$ cat config.mk
export PLATFORM = sky130hd
export DESIGN_NAME = ftdi_tx_flat
export DESIGN_NICKNAME = d
export VERILOG_FILES = /design/src/rtl/ftdi_tx_if.sv /design/src/rtl/ftdi_tx.sv /design/src/flat_wrapper.sv
export SDC_FILE = /design/constraint.sdc
export NUM_CORES = 1
export LEC_CHECK = 0
export ABC_CLOCK_PERIOD_IN_PS = 7700
export CORE_UTILIZATION = 30
export DETAILED_ROUTE_END_ITERATION = 10
export PLACE_DENSITY_LB_ADDON = 0.25
export SYNTH_ARGS = -nofsm -noshare
export SYNTH_HDL_FRONTEND = slang
export SYNTH_SLANG_ARGS = --single-unit
export TNS_END_PERCENT = 10
$ cat constraint.sdc
create_clock -name clk_60 -period 7.7 [get_ports clk_60]
set_clock_uncertainty 0.1 [all_clocks]
set_input_delay 1.155 -clock clk_60 [delete_from_list [all_inputs] [get_ports clk_60]]
set_output_delay 1.155 -clock clk_60 [all_outputs]
set_load 0.1 [all_outputs]
$ cat src/rtl/ftdi_tx_if.sv
// Byte-stream source, FTDI FT245-style TX bus and RX arbitration signals of ftdi_tx.
// master = the side feeding bytes and modelling the FTDI/RX peers; slave = ftdi_tx.
interface ftdi_tx_if #(
    parameter int DEPTH = 16
);
    logic [7:0]              tx_data;
    logic                    tx_valid;
    logic                    tx_ready;
    logic                    ftdi_txe_n;
    logic                    ftdi_wr_n;
    logic [7:0]              ftdi_data_out;
    logic                    ftdi_data_oe;
    logic                    rx_req;
    logic                    rx_grant;
    logic [$clog2(DEPTH):0]  fifo_level;
    logic [15:0]             tx_count;

    modport master (
        output tx_data, tx_valid, ftdi_txe_n, rx_req,
        input  tx_ready, ftdi_wr_n, ftdi_data_out, ftdi_data_oe, rx_grant, fifo_level, tx_count
    );

    modport slave (
        input  tx_data, tx_valid, ftdi_txe_n, rx_req,
        output tx_ready, ftdi_wr_n, ftdi_data_out, ftdi_data_oe, rx_grant, fifo_level, tx_count
    );
endinterface

$ cat src/rtl/ftdi_tx.sv
// TX FIFO plus FTDI synchronous-FIFO write sequencer sharing the data bus with a receive side.
// Bus turnaround is bracketed by DRIVE/RELEASE so the pads never fight the FTDI chip.
module ftdi_tx #(
    parameter int DEPTH = 16
) (
    input  logic       clk_60,
    input  logic       rst_n,
    ftdi_tx_if.slave   bus
);
    localparam int AW = $clog2(DEPTH);
    localparam logic [AW:0] DEPTH_L = (AW+1)'(DEPTH);

    typedef enum logic [1:0] {IDLE, DRIVE, WRITE, RELEASE} state_e;

    state_e          state_q, state_d;
    logic [AW-1:0]   wr_ptr_q, wr_ptr_d;
    logic [AW-1:0]   rd_ptr_q, rd_ptr_d;
    logic [AW:0]     level_q, level_d;
    logic [15:0]     count_q, count_d;
    logic [7:0]      mem_q [DEPTH];
    logic            tx_ready;
    logic            push;
    logic            pop;

    assign tx_ready = (level_q < DEPTH_L);

    always_comb begin
        push     = bus.tx_valid && tx_ready;
        // WRITE is only ever held with data present, so txe_n alone gates the pop
        pop      = (state_q == WRITE) && !bus.ftdi_txe_n;
        wr_ptr_d = wr_ptr_q + AW'(push);
        rd_ptr_d = rd_ptr_q + AW'(pop);
        level_d  = level_q + (AW+1)'(push) - (AW+1)'(pop);
        count_d  = count_q + 16'(pop);
        state_d  = state_q;
        case (state_q)
            IDLE: begin
                if (level_q != '0 && !bus.rx_req && !bus.ftdi_txe_n) state_d = DRIVE;
            end
            DRIVE: begin
                state_d = bus.rx_req ? RELEASE : WRITE;
            end
            WRITE: begin
                if (bus.ftdi_txe_n || bus.rx_req || level_d == '0) state_d = RELEASE;
            end
            RELEASE: begin
                state_d = IDLE;
            end
            default: state_d = IDLE;
        endcase
    end

    always_ff @(posedge clk_60) begin
        if (!rst_n) begin
            state_q  <= IDLE;
            wr_ptr_q <= '0;
            rd_ptr_q <= '0;
            level_q  <= '0;
            count_q  <= '0;
        end else begin
            state_q  <= state_d;
            wr_ptr_q <= wr_ptr_d;
            rd_ptr_q <= rd_ptr_d;
            level_q  <= level_d;
            count_q  <= count_d;
        end
    end

    // Storage needs no reset: an empty FIFO never exposes stale entries as valid.
    always_ff @(posedge clk_60) begin
        if (push) mem_q[wr_ptr_q] <= bus.tx_data;
    end

    assign bus.tx_ready      = tx_ready;
    assign bus.ftdi_wr_n     = (state_q != WRITE);
    assign bus.ftdi_data_oe  = (state_q == DRIVE) || (state_q == WRITE);
    assign bus.rx_grant      = (state_q == IDLE) && bus.rx_req;
    assign bus.ftdi_data_out = mem_q[rd_ptr_q];
    assign bus.fifo_level    = level_q;
    assign bus.tx_count      = count_q;
endmodule

$ cat src/flat_wrapper.sv
// flat-port wrapper written by rule: the top's interface ports become plain ports
module ftdi_tx_flat 
#(
    parameter int DEPTH = 16
)
  (clk_60, rst_n, bus_tx_data, bus_tx_valid, bus_ftdi_txe_n, bus_rx_req, bus_tx_ready, bus_ftdi_wr_n, bus_ftdi_data_out, bus_ftdi_data_oe, bus_rx_grant, bus_fifo_level, bus_tx_count);
  ftdi_tx_if #(.DEPTH(DEPTH)) bus_i ();
  input  logic clk_60;
  input  logic rst_n;
  input wire logic [$bits(bus_i.tx_data)-1:0] bus_tx_data;
  input wire logic [$bits(bus_i.tx_valid)-1:0] bus_tx_valid;
  input wire logic [$bits(bus_i.ftdi_txe_n)-1:0] bus_ftdi_txe_n;
  input wire logic [$bits(bus_i.rx_req)-1:0] bus_rx_req;
  output wire logic [$bits(bus_i.tx_ready)-1:0] bus_tx_ready;
  output wire logic [$bits(bus_i.ftdi_wr_n)-1:0] bus_ftdi_wr_n;
  output wire logic [$bits(bus_i.ftdi_data_out)-1:0] bus_ftdi_data_out;
  output wire logic [$bits(bus_i.ftdi_data_oe)-1:0] bus_ftdi_data_oe;
  output wire logic [$bits(bus_i.rx_grant)-1:0] bus_rx_grant;
  output wire logic [$bits(bus_i.fifo_level)-1:0] bus_fifo_level;
  output wire logic [$bits(bus_i.tx_count)-1:0] bus_tx_count;
  assign bus_i.tx_data = bus_tx_data;
  assign bus_i.tx_valid = bus_tx_valid;
  assign bus_i.ftdi_txe_n = bus_ftdi_txe_n;
  assign bus_i.rx_req = bus_rx_req;
  assign bus_tx_ready = bus_i.tx_ready;
  assign bus_ftdi_wr_n = bus_i.ftdi_wr_n;
  assign bus_ftdi_data_out = bus_i.ftdi_data_out;
  assign bus_ftdi_data_oe = bus_i.ftdi_data_oe;
  assign bus_rx_grant = bus_i.rx_grant;
  assign bus_fifo_level = bus_i.fifo_level;
  assign bus_tx_count = bus_i.tx_count;
  ftdi_tx #(.DEPTH(DEPTH)) u_core (.clk_60(clk_60), .rst_n(rst_n), .bus(bus_i));
endmodule
==> impl.org <==
** STA
- After routing, the total negative slack on setup checks comes to 0 ps.
- # setup viols final :: 0
- At the pin with the least slew margin, the transition time is 1120 ps.
- Portion of the clock cycle consumed by the worst path in the final layout :: 60.9%
- Number of hold violations in the final report :: 0
- Headroom to the max-slew limit came out at 25.2%.
- Unrepaired setup endpoints after global routing :: false
- Across all setup checks in the final design, the least slack found is 3010 ps.
- Post-layout min period :: 4690 ps
- The number of pins exceeding their max-slew limit in the final report came to 0.
- Maximum achievable frequency :: 213 MHz

** Placed design
- Placement-stage worst setup slack :: 3370 ps
- Once detailed placement completed, the half-perimeter wirelength came to 8840 um.
- In this run the tool buffered the top-level ports with 45 buffer cells.
- Routability-driven placement finished with a final weighted congestion of 0.725.

** Die
- The die covers 22300 um2.
- The total area inside the core boundary comes to 21200 um2.
- Floorplan die height :: 149 um
- From left edge to right edge, the die measures 149 um.
- Number of top-level design ports :: 46
- Starting utilization of the core area :: 30.8%
- Standard-cell rows :: 53

** Logic synthesis
- Counting flops with an async set or reset pin after synthesis yields a share of 0%.
- The top cell type by area accounts for 58.9% of the synthesized area.
- Proportion of synthesized chip area in sequential cells :: 68.4%
- Average cell area after synthesis :: 17.3 um2
- Distinct cells, synth :: 39
- Synthesized netlist net count :: 405
- Yosys top cell by area :: sky130_fd_sc_hd__edfxtp_1
- Number of enable-type register cells in the synthesized netlist :: 128
- Post-Synthesis Cells :: 378
- Flops & latches, synth :: 159
- Number of warnings printed during yosys synthesis :: 0
- Commonest register cell after synthesis :: sky130_fd_sc_hd__edfxtp_1
- Post-synthesis cell area :: 6520 um2
- In the post-synthesis netlist, the biggest area contributors are sky130_fd_sc_hd__edfxtp_1, sky130_fd_sc_hd__mux4_2, sky130_fd_sc_hd__dfxtp_1, sky130_fd_sc_hd__ha_1, sky130_fd_sc_hd__and2_1.

** Worst setup path
- Worst EP arrival :: 3430 ps
- CP required :: 6440 ps
- Number of cells on the worst reg-to-reg path :: 13
- Launching point of the worst reg2reg path :: u_core.state_q[0]
- Reg2reg setup slack :: 4340 ps
- The worst setup path is of the flip-flop to primary output kind.
- Highest-delay cell along the critical path :: sky130_fd_sc_hd__clkdlybuf4s50_1
- Largest fanout on the critical path :: 34
- In this design, the stage delay of the slowest critical-path cell is 990 ps.
- Cells along the critical path :: buf_4, mux4_2, mux4_2, clkdlybuf4s50_1
- Most frequent cell on the critical path :: sky130_fd_sc_hd__mux4_2
- The endpoint identified for the worst register-to-register timing path is u_core.state_q[1].
- The most critical setup path has its startpoint at u_core.rd_ptr_q[0].
- Critical Path End Type :: primary output
- STA classifies the critical path startpoint as a flip-flop.

** Detailed routing
- In this run, the number of DRC markers left after iteration 0 of detailed routing was 238.
- After detailed routing, the number of remaining DRC violations is 0.
- Initial DRT Pass Iterations :: 4
- Routed wire length per instance :: 19.2 um
- Total number of vias :: 3414
- Post-Route WL :: 13800 um
- Post-route antenna net violation count :: 0
- Post-DR vias/cell :: 4.75

** Clocking
- In this run the clock root is driven by a sky130_fd_sc_hd__clkbuf_16.
- Post-CTS timing repair inserted 0 buffers for setup.
- Clock latency on the worst-skew pair, taken at its later pin, is 420 ps.
- TritonCTS clock tree :: done
- CTS-repair resized insts :: 0
- CTS clk-pin slew, worst paths :: 60 ps
- CTS saw 159 sinks.
- After clock tree synthesis, the flow added hold-fix buffers numbering 0.
- Largest buffer count on any clock path :: 2
- Counting the buffers created by CTS gives 17.
- In this run the number of H-tree levels came out at 4.

** Global route
- Global routing consumed, over all layers together, 13.4% of the routing resources.
- Global routing finished with a remaining overflow of 0.
- The via count of the first global-routing pass is 3675.
- Pin count of the biggest net entering global routing :: 37
- The initial antenna violation count came to 0.
- Wire length of the first global-routing pass :: 21400 um

** Min path
- The worst hold path begins at u_core.bus.tx_count[10].
- The worst hold path terminates at u_core.bus.tx_count[10].
- The worst hold path was traced through 2 stages.
- Hold Crit Class :: flip-flop to flip-flop

** Power and ir drop
- The completed layout was analyzed and its total power is 2.40 mW.
- Leakage :: 2.57 nW
- For this design the ratio of total power to cell area is 304 nW/um2.
- Largest vdd supply drop :: 377 uV

** Status
- Result of the run :: complete, no violations

** Job
- Number of maximum-capacitance violations :: 0

** Cells and area
- From synthesis to final layout, the design area changed by 20.7%.
- Most common cell after layout, fill and taps aside :: sky130_fd_sc_hd__edfxtp_1
- In the layout the commonest cells are sky130_fd_sc_hd__edfxtp_1, sky130_fd_sc_hd__clkdlybuf4s50_1, sky130_fd_sc_hd__mux4_2.
- Antenna Cells :: 0
- For this run, the share of the core covered by cells in the final layout is 37.2%.
- Fillcell total :: 1958
- The post-route netlist has 18.1% of its cells at a drive strength greater than 1.
- Layout Nets :: 457
[cell families after synthesis]
family | share of synthesized area (%)
flip-flops | 68.4
AND/OR/NAND/NOR | 8.59
multiplexers | 13.8
buffers and inverters | 1.86
XOR/XNOR | 2.82
AO/OA/AOI/OAI | 1.67
adder cells (fa/ha/maj) | 2.80
[power by group]
| part | internal, mW | switching [mW] |
|---|---|---|
| sequential | 0.965 | 0.0291 |
| clock | 0.506 | 0.329 |
| combinational | 0.181 | 0.385 |
[sequential cells by signal (all words and copies together) (netlist names)]
register and count:
u_core.bus.fifo_level 5, u_core.rd_ptr_q 4, u_core.wr_ptr_q 4, u_core.mem_q 128, u_core.state_q 2, u_core.bus.tx_count 16
[cell type report]
type | count | area, um2 | share of cell area (%)
sequential | 159 | 4470 | 56.7
multi-input combinational | 190 | 1950 | 24.8
clock buffer | 24 | 482 | 6.12
timing repair buffer | 48 | 473 | 6.01
tap | 275 | 344 | 4.37
clock inverter | 8 | 105 | 1.33
inverter | 14 | 52.6 | 0.667
[cells in the mapped netlist, types with 2 or more instances]
cell type	number
sky130_fd_sc_hd__buf_2	4
sky130_fd_sc_hd__clkbuf_1	10
sky130_fd_sc_hd__nand3b_1	2
sky130_fd_sc_hd__nor3_1	7
sky130_fd_sc_hd__and2_1	25
sky130_fd_sc_hd__nand3_1	8
sky130_fd_sc_hd__nand2b_1	3
sky130_fd_sc_hd__a211o_1	2
sky130_fd_sc_hd__a21oi_1	2
sky130_fd_sc_hd__and3_1	3
sky130_fd_sc_hd__nand4_1	2
sky130_fd_sc_hd__dfxtp_1	31
sky130_fd_sc_hd__ha_1	13
sky130_fd_sc_hd__o21ai_0	4
sky130_fd_sc_hd__nor4_1	2
sky130_fd_sc_hd__nand2_1	12
sky130_fd_sc_hd__a21boi_1	2
sky130_fd_sc_hd__nor2b_1	5
sky130_fd_sc_hd__xnor2_1	10
sky130_fd_sc_hd__xor2_1	11
sky130_fd_sc_hd__inv_1	14
sky130_fd_sc_hd__nor2_1	18
sky130_fd_sc_hd__mux4_2	40
sky130_fd_sc_hd__or3_1	6
sky130_fd_sc_hd__edfxtp_1	128
[critical path: cells and delay by family (launching register included)]
kind / cells / cell delay (ps)
muxes: 2 / 1110
buffers and inverters: 2 / 1540
DFF: 1 / 310
[stage by stage]
step / cells / instance area [um2] / hold WS (ps)
2_1_floorplan: 378 / 6520 / 436
3_3_place_gp: 686 / 7290 / 408
3_5_place_dp: 686 / 7290 / 419
4_1_cts: 718 / 7870 / 440
5_1_grt: 718 / 7870 / 468
6_report: 718 / 7870 / 434
[per-layer routing]
layer	global-route usage (%)	vias to the layer above	routed length (um)
li1	-	1558	-
met1	16.5	1744	5910
met2	22.6	98	6900
met3	3.66	14	807
met4	4.44	0	157
met5	0	-	0
[worst max-delay path by stage]
stage / endpoint / cells past startpoint
2_1_floorplan: u_core.state_q[0] / 10
3_3_place_gp: bus_ftdi_data_out[2] / 4
3_5_place_dp: u_core.state_q[0] / 12
4_1_cts: bus_ftdi_data_out[2] / 4
5_1_grt: bus_ftdi_data_out[2] / 4
6_report: bus_ftdi_data_out[0] / 4
No activity file was read; power rests on OpenSTA's default activity.
